--- config.mk ---
export PLATFORM = sky130hd
export DESIGN_NAME = serve_rally_sched
export DESIGN_NICKNAME = d
export VERILOG_FILES = /design/src/rtl/serve_rally_sched.sv
export SDC_FILE = /design/constraint.sdc
export NUM_CORES = 1
export LEC_CHECK = 0
export CORE_ASPECT_RATIO = 0.6
export CORE_MARGIN = 2
export CORE_UTILIZATION = 52
export DETAILED_ROUTE_END_ITERATION = 10
export PLACE_DENSITY_LB_ADDON = 0.12
export SETUP_SLACK_MARGIN = 0.3
export SYNTH_ARGS = -nofsm -noshare
export SYNTH_HDL_FRONTEND = slang
export SYNTH_SLANG_ARGS = --single-unit
export TNS_END_PERCENT = 30
--- constraint.sdc ---
create_clock -name clk -period 1.9 [get_ports clk]
set_input_delay 0.19 -clock clk [delete_from_list [all_inputs] [get_ports clk]]
set_output_delay 0.19 -clock clk [all_outputs]
set_load 0.1 [all_outputs]
--- src/rtl/serve_rally_sched.sv ---
// serve_rally_sched: timing and sequencing helper for the pingpong game FSM.
// Produces the frame tick and the cumulative play-time counter, gates the
// serve buttons that the FSM sees, and raises ball speed as paddle hits add up.
module serve_rally_sched #(
   parameter int FRAME_DIV         = 833333,
   parameter int TICKS_PER_SEC     = 50000000,
   parameter int MATCH_SECONDS     = 60,
   parameter int SERVE_LOCK_FRAMES = 30,
   parameter int SPEED_STEP_HITS   = 4,
   parameter int MAX_SPEED         = 7
) (
   input  logic       clk,
   input  logic       reset,
   input  logic [1:0] game_state,
   input  logic       p1l,
   input  logic       p1r,
   input  logic       p2l,
   input  logic       p2r,
   input  logic       hit,
   output logic       p1l_g,
   output logic       p1r_g,
   output logic       p2l_g,
   output logic       p2r_g,
   output logic       frame_tick,
   output logic [5:0] time_cnt,
   output logic       time_up,
   output logic       serve_ok,
   output logic [2:0] ball_speed
);

   localparam int DIV_W  = (FRAME_DIV > 1)         ? $clog2(FRAME_DIV)           : 1;
   localparam int SEC_W  = (TICKS_PER_SEC > 1)     ? $clog2(TICKS_PER_SEC)       : 1;
   localparam int LOCK_W = (SERVE_LOCK_FRAMES > 0) ? $clog2(SERVE_LOCK_FRAMES+1) : 1;
   localparam int HIT_W  = (SPEED_STEP_HITS > 0)   ? $clog2(SPEED_STEP_HITS+1)   : 1;

   typedef enum logic [2:0] {
      ST_LOCK,
      ST_RELEASE,
      ST_READY,
      ST_RALLY,
      ST_FROZEN
   } state_t;

   state_t            state;
   logic [3:0]        sync1, sync2;   // {p2r, p2l, p1r, p1l}
   logic [1:0]        gs_q;
   logic              entry;
   logic [DIV_W-1:0]  div_cnt;
   logic [SEC_W-1:0]  sec_cnt;
   logic [LOCK_W-1:0] lock_cnt;
   logic [HIT_W-1:0]  hit_cnt;
   logic              srv_l, srv_r;

   assign entry = (game_state != gs_q);

   // Server's synchronized buttons: p1 serves in state 0, p2 in state 1.
   assign srv_l = gs_q[0] ? sync2[2] : sync2[0];
   assign srv_r = gs_q[0] ? sync2[3] : sync2[1];

   // Two-flop synchronizers for the asynchronous buttons, plus game_state history.
   // NOTE: sequential state uses non-blocking assignments so every flop samples pre-edge values.
   always_ff @(posedge clk or negedge reset) begin
      if (!reset) begin
         // NOTE: synchronizers reset to 1 (released) so no phantom press is seen after reset.
         sync1 <= 4'hF;
         sync2 <= 4'hF;
         gs_q  <= 2'd0;
      end else begin
         sync1 <= {p2r, p2l, p1r, p1l};
         sync2 <= sync1;
         gs_q  <= game_state;
      end
   end

   // Free-running frame prescaler; tick is registered on the wrap.
   always_ff @(posedge clk or negedge reset) begin
      if (!reset) begin
         div_cnt    <= '0;
         frame_tick <= 1'b0;
      end else begin
         frame_tick <= (div_cnt == DIV_W'(FRAME_DIV - 1));
         if (div_cnt == DIV_W'(FRAME_DIV - 1))
            div_cnt <= '0;
         else
            div_cnt <= div_cnt + 1'b1;
      end
   end

   // Cumulative play-time: sub-second count only advances while playing.
   always_ff @(posedge clk or negedge reset) begin
      if (!reset) begin
         sec_cnt  <= '0;
         time_cnt <= '0;
         time_up  <= 1'b0;
      end else begin
         time_up <= (time_cnt >= 6'(MATCH_SECONDS));
         if (game_state == 2'd2) begin
            if (sec_cnt == SEC_W'(TICKS_PER_SEC - 1)) begin
               sec_cnt <= '0;
               if (time_cnt < 6'(MATCH_SECONDS))
                  time_cnt <= time_cnt + 1'b1;
            end else begin
               sec_cnt <= sec_cnt + 1'b1;
            end
         end
      end
   end

   // Scheduler FSM with registered serve/gate/speed outputs; entries override current state.
   always_ff @(posedge clk or negedge reset) begin
      if (!reset) begin
         state      <= ST_LOCK;
         lock_cnt   <= LOCK_W'(SERVE_LOCK_FRAMES);
         hit_cnt    <= '0;
         ball_speed <= 3'd0;
         serve_ok   <= 1'b0;
         p1l_g      <= 1'b1;
         p1r_g      <= 1'b1;
         p2l_g      <= 1'b1;
         p2r_g      <= 1'b1;
      end else begin
         serve_ok <= 1'b0;
         p1l_g    <= 1'b1;
         p1r_g    <= 1'b1;
         p2l_g    <= 1'b1;
         p2r_g    <= 1'b1;
         if (entry) begin
            case (game_state)
               2'd0, 2'd1: begin
                  state      <= ST_LOCK;
                  lock_cnt   <= LOCK_W'(SERVE_LOCK_FRAMES);
                  ball_speed <= 3'd0;
               end
               2'd2: begin
                  state      <= ST_RALLY;
                  ball_speed <= 3'd1;
                  hit_cnt    <= '0;
               end
               default: begin
                  state      <= ST_FROZEN;
                  ball_speed <= 3'd0;
               end
            endcase
         end else begin
            case (state)
               ST_LOCK: begin
                  if (lock_cnt == '0)
                     state <= ST_RELEASE;
                  else if (frame_tick)
                     lock_cnt <= lock_cnt - 1'b1;
               end
               ST_RELEASE: begin
                  if (srv_l && srv_r) begin
                     state    <= ST_READY;
                     serve_ok <= 1'b1;
                  end
               end
               ST_READY: begin
                  serve_ok <= 1'b1;
                  if (gs_q[0]) begin
                     p2l_g <= sync2[2];
                     p2r_g <= sync2[3];
                  end else begin
                     p1l_g <= sync2[0];
                     p1r_g <= sync2[1];
                  end
               end
               ST_RALLY: begin
                  if (hit) begin
                     if (hit_cnt == HIT_W'(SPEED_STEP_HITS - 1)) begin
                        hit_cnt <= '0;
                        if (ball_speed < 3'(MAX_SPEED))
                           ball_speed <= ball_speed + 1'b1;
                     end else begin
                        hit_cnt <= hit_cnt + 1'b1;
                     end
                  end
               end
               default: ;  // ST_FROZEN holds until reset
            endcase
         end
      end
   end

endmodule

==> results of run 1 <==
Yosys cell counts (7+ instances only):
library cell / number
nand3_1: 26
nand4_1: 15
nand2_1: 22
a21oi_1: 18
dfrtp_1: 67
inv_1: 12
and3_1: 10
o21ai_0: 19
nor2_1: 25
ha_1: 8
xor2_1: 17
dfstp_2: 16
mux2i_1: 7
xnor2_1: 15
clkbuf_1: 10
nor3_1: 8
and4_1: 7
or3_1: 7
cells by family (layout without fill, tap and decap cells):
family / count (synthesis) / after routing
AOI/OAI and AO/OA: 55 / 55
xor gates and xnor gates: 32 / 32
adders and majority gates: 8 / 8
buffers and inverters: 24 / 111
DFF: 83 / 83
muxes: 8 / 8
and+or+nand+nor: 164 / 164
final timing paths:
path                                              start                 endpoint  slack, ns  cells past startpoint
min in group asynchronous                         reset     div_cnt[2]$_DFF_PN0_       0.31                      2
max in group asynchronous                         reset       sync1[1]$_DFF_PN1_       0.93                      3
worst min-delay path                                p1l       sync1[0]$_DFF_PN1_       0.26                      1
worst min register to register       sync1[1]$_DFF_PN1_       sync2[1]$_DFF_PN1_       0.35                      0
worst max-delay path            sec_cnt[18]$_DFFE_PN0N_  time_cnt[1]$_DFFE_PN0P_       0.11                      5
worst max register to register  sec_cnt[18]$_DFFE_PN0N_  time_cnt[1]$_DFFE_PN0P_       0.11                      5
critical path: stages (launching register included):
cell	delay, ns
dfrtp_2	0.44
nor4b_2	0.26
nand4_1	0.14
buf_6	0.16
nor4_4	0.33
mux2_4	0.34
metal layers:
metal  vias up  track usage  routed length, um  part of all wire
met5         -            0                  0                 0
met4         0      0.05820                 23            0.0025
met3         2      0.07868                670             0.072
met2       107       0.3185               3990              0.43
met1      1587       0.3652               4562              0.49
li1       1515            -                  -                 -
state kept, by name (all words and copies together), names as in the netlist:
name	flops
sync2	4
time_up	1
hit_cnt	3
ball_speed	3
lock_cnt	5
serve_ok	1
sec_cnt	26
state	3
sync1	4
p2r_g	1
frame_tick	1
gs_q	2
p1r_g	1
p2l_g	1
p1l_g	1
time_cnt	6
div_cnt	20
what timing repair did:
action                     in CTS  in global routing
setup buffers                  12                  9
resized for setup              22                 28
pin swaps                      10                 11
cloned                          0                  1
hold buffers                    1                  0
setup endpoints to repair      43                 51
hold endpoints to repair       26                  0
final cells by class:
class | count | share of cell area
clock inverter | 5 | 0.01155
inverter | 12 | 0.008664
sequential | 83 | 0.4072
multi-input combinational | 267 | 0.3706
timing repair buffer | 83 | 0.1283
clock buffer | 11 | 0.04862
tap | 104 | 0.02503
report_power, final:
group          internal, W  switching, W
sequential         0.00187      0.000113
clock              0.00109      0.000711
combinational     0.000251      0.000283
per-stage QoR:
step	power [W]	hold slack [ns]
6_report	0.004321	0.2603
5_1_grt	0.004514	0.2497
4_1_cts	0.004285	0.2497
3_5_place_dp	0.002418	0.1333
3_3_place_gp	0.002409	0.1315
2_1_floorplan	0.002222	-0.1056
==> impl_metrics.csv, run 1 <==
group,metric,value,unit
run_status,status,"complete, no violations",
timing,rsz0062_at_grt,"yes",
cts,root_buffer,"clkbuf_16",
placed_design,dpl-instance-area,4526,sq um
setup_path,path_max_fanout,5,
finish,antenna_cells,0,
global_route,grt_max_degree,58,
cts,clock_latency,0.34,ns
floorplanning,die_y,71.41,um
synthesis,synthAdderAreaFrac,0.02542,
synthesis,yosys.area.top_type_share,0.4258,
synthesis,syn-num-nets,391,
synthesis,ys.flop_type,"dfrtp_1",
global_route,groute.usage.overall,0.2359,
placed_design,place_inst,526,
cts,clk_pin_slew,0.06,ns
finish,syn2layout_area_growth,32.03,%
detailed_routing,drc,0,
global_route,antenna_found_initial,0,
floorplanning,rows,24,
placed_design,pre_cts_slack,-0.1005,ns
synthesis,synth_top_family_by_area,"simple AND/OR/NAND/NOR gates",
finish,final_common_cell,"buf_4",
timing,finClkSkew,0.005246,ns
power_and_ir_drop,powerDensity,831.1,nW/um^2
synthesis,synth_edf_count,0,
setup_path,crit_required,2.11,ns
detailed_routing,vias,3211,
synthesis,yosysUniqueCellTypes,48,
placed_design,port_buffers,24,
finish,final_cell_mix,"buf_4 (71), dfrtp_1 (55), nand3_1 (25)",
finish,multi_input_area,1927,sq um
finish,stdcell_count,565,
synthesis,synth_area,3938,sq um
timing,final-setup-viol-count,0,
power_and_ir_drop,cellLeakagePower,2.322,nW
cts,cts_tree,"done",
timing,setup_ws,0.1096,ns
synthesis,netlist.top_cell.by_area,"dfrtp_1",
floorplanning,coreArea,7297,sq um
synthesis,avgSynthCellArea,10.53,sq um
timing,tns,0,ns
synthesis,synth-seq-cells,83,
detailed_routing,wire_per_inst,16.36,um
detailed_routing,drt-pass1-iter-count,5,
synthesis,ys_warn_count,0,
finish,ff_latch_area,2117,sq um
setup_path,path_class,"flip-flop to flip-flop",
floorplanning,initial_utilization,0.5396,
synthesis,synthSimpleGateAreaFrac,0.2425,
synthesis,synth_compound_area_frac,0.08421,
placed_design,dp_hpwl,6037,um
finish,fillers,535,
finish,final_nets,473,
cts,clk_path_buf_depth,2,
detailed_routing,drt.antenna.violating_nets,0,
job,drv_cap,0,
synthesis,synth_xor_area_frac,0.07118,
cts,cts.htree.levels,3,
detailed_routing,dr.first_iter.drc_count,243,
timing,slew-limit-headroom,0.7322,
setup_path,arrival,2.00,ns
timing,finalHoldViolCount,0,
global_route,grt_overflow,0,
detailed_routing,vias_per_cell,5.683,
setup_path,cp-end-kind,"flip-flop",
placed_design,gp_routability_congestion,0.8666,
timing,fin_crit_sh,0.9423,
synthesis,seq_area_frac_synth,0.5326,
timing,worst_pin_slew,0.3980,ns
timing,slew_viol_final,0,
synthesis,synth-async-reset-ratio,1.000,
synthesis,synth_cells,374,
synthesis,synth_area_leaders,"dfrtp_1 (43%), dfstp_2 (11%), xor2_1 (3.8%)",
cts,clock-sinks,83,
detailed_routing,wl,9246,um
timing,min_period,1.790,ns
finish,utilization,0.7124,
synthesis,synth.area.mux_share,0.02065,
setup_path,crit_path_start_kind,"flip-flop",
global_route,first_global_vias,3023,
finish,drive_gt1_frac,0.3471,
global_route,grt_pass1_wl,14910,um
cts,cts_buffers,9,
finish,final_area,5199,sq um
floorplanning,fp.dieW,116.3,um
floorplanning,dieArea,8307,sq um
timing,max_freq,0.5585,GHz
hold_path,hp-class,"input port to flip-flop",
power_and_ir_drop,peakVddDrop,0.6229,mV
floorplanning,io_pins,25,
Power figures use the tool's default switching activity.
==> run 2, diff against run 1 <==
Settings changed: CAP_MARGIN from default to 20.
==> results of run 2 <==
The final DEF is identical to that of run 1; final timing and power are the same.
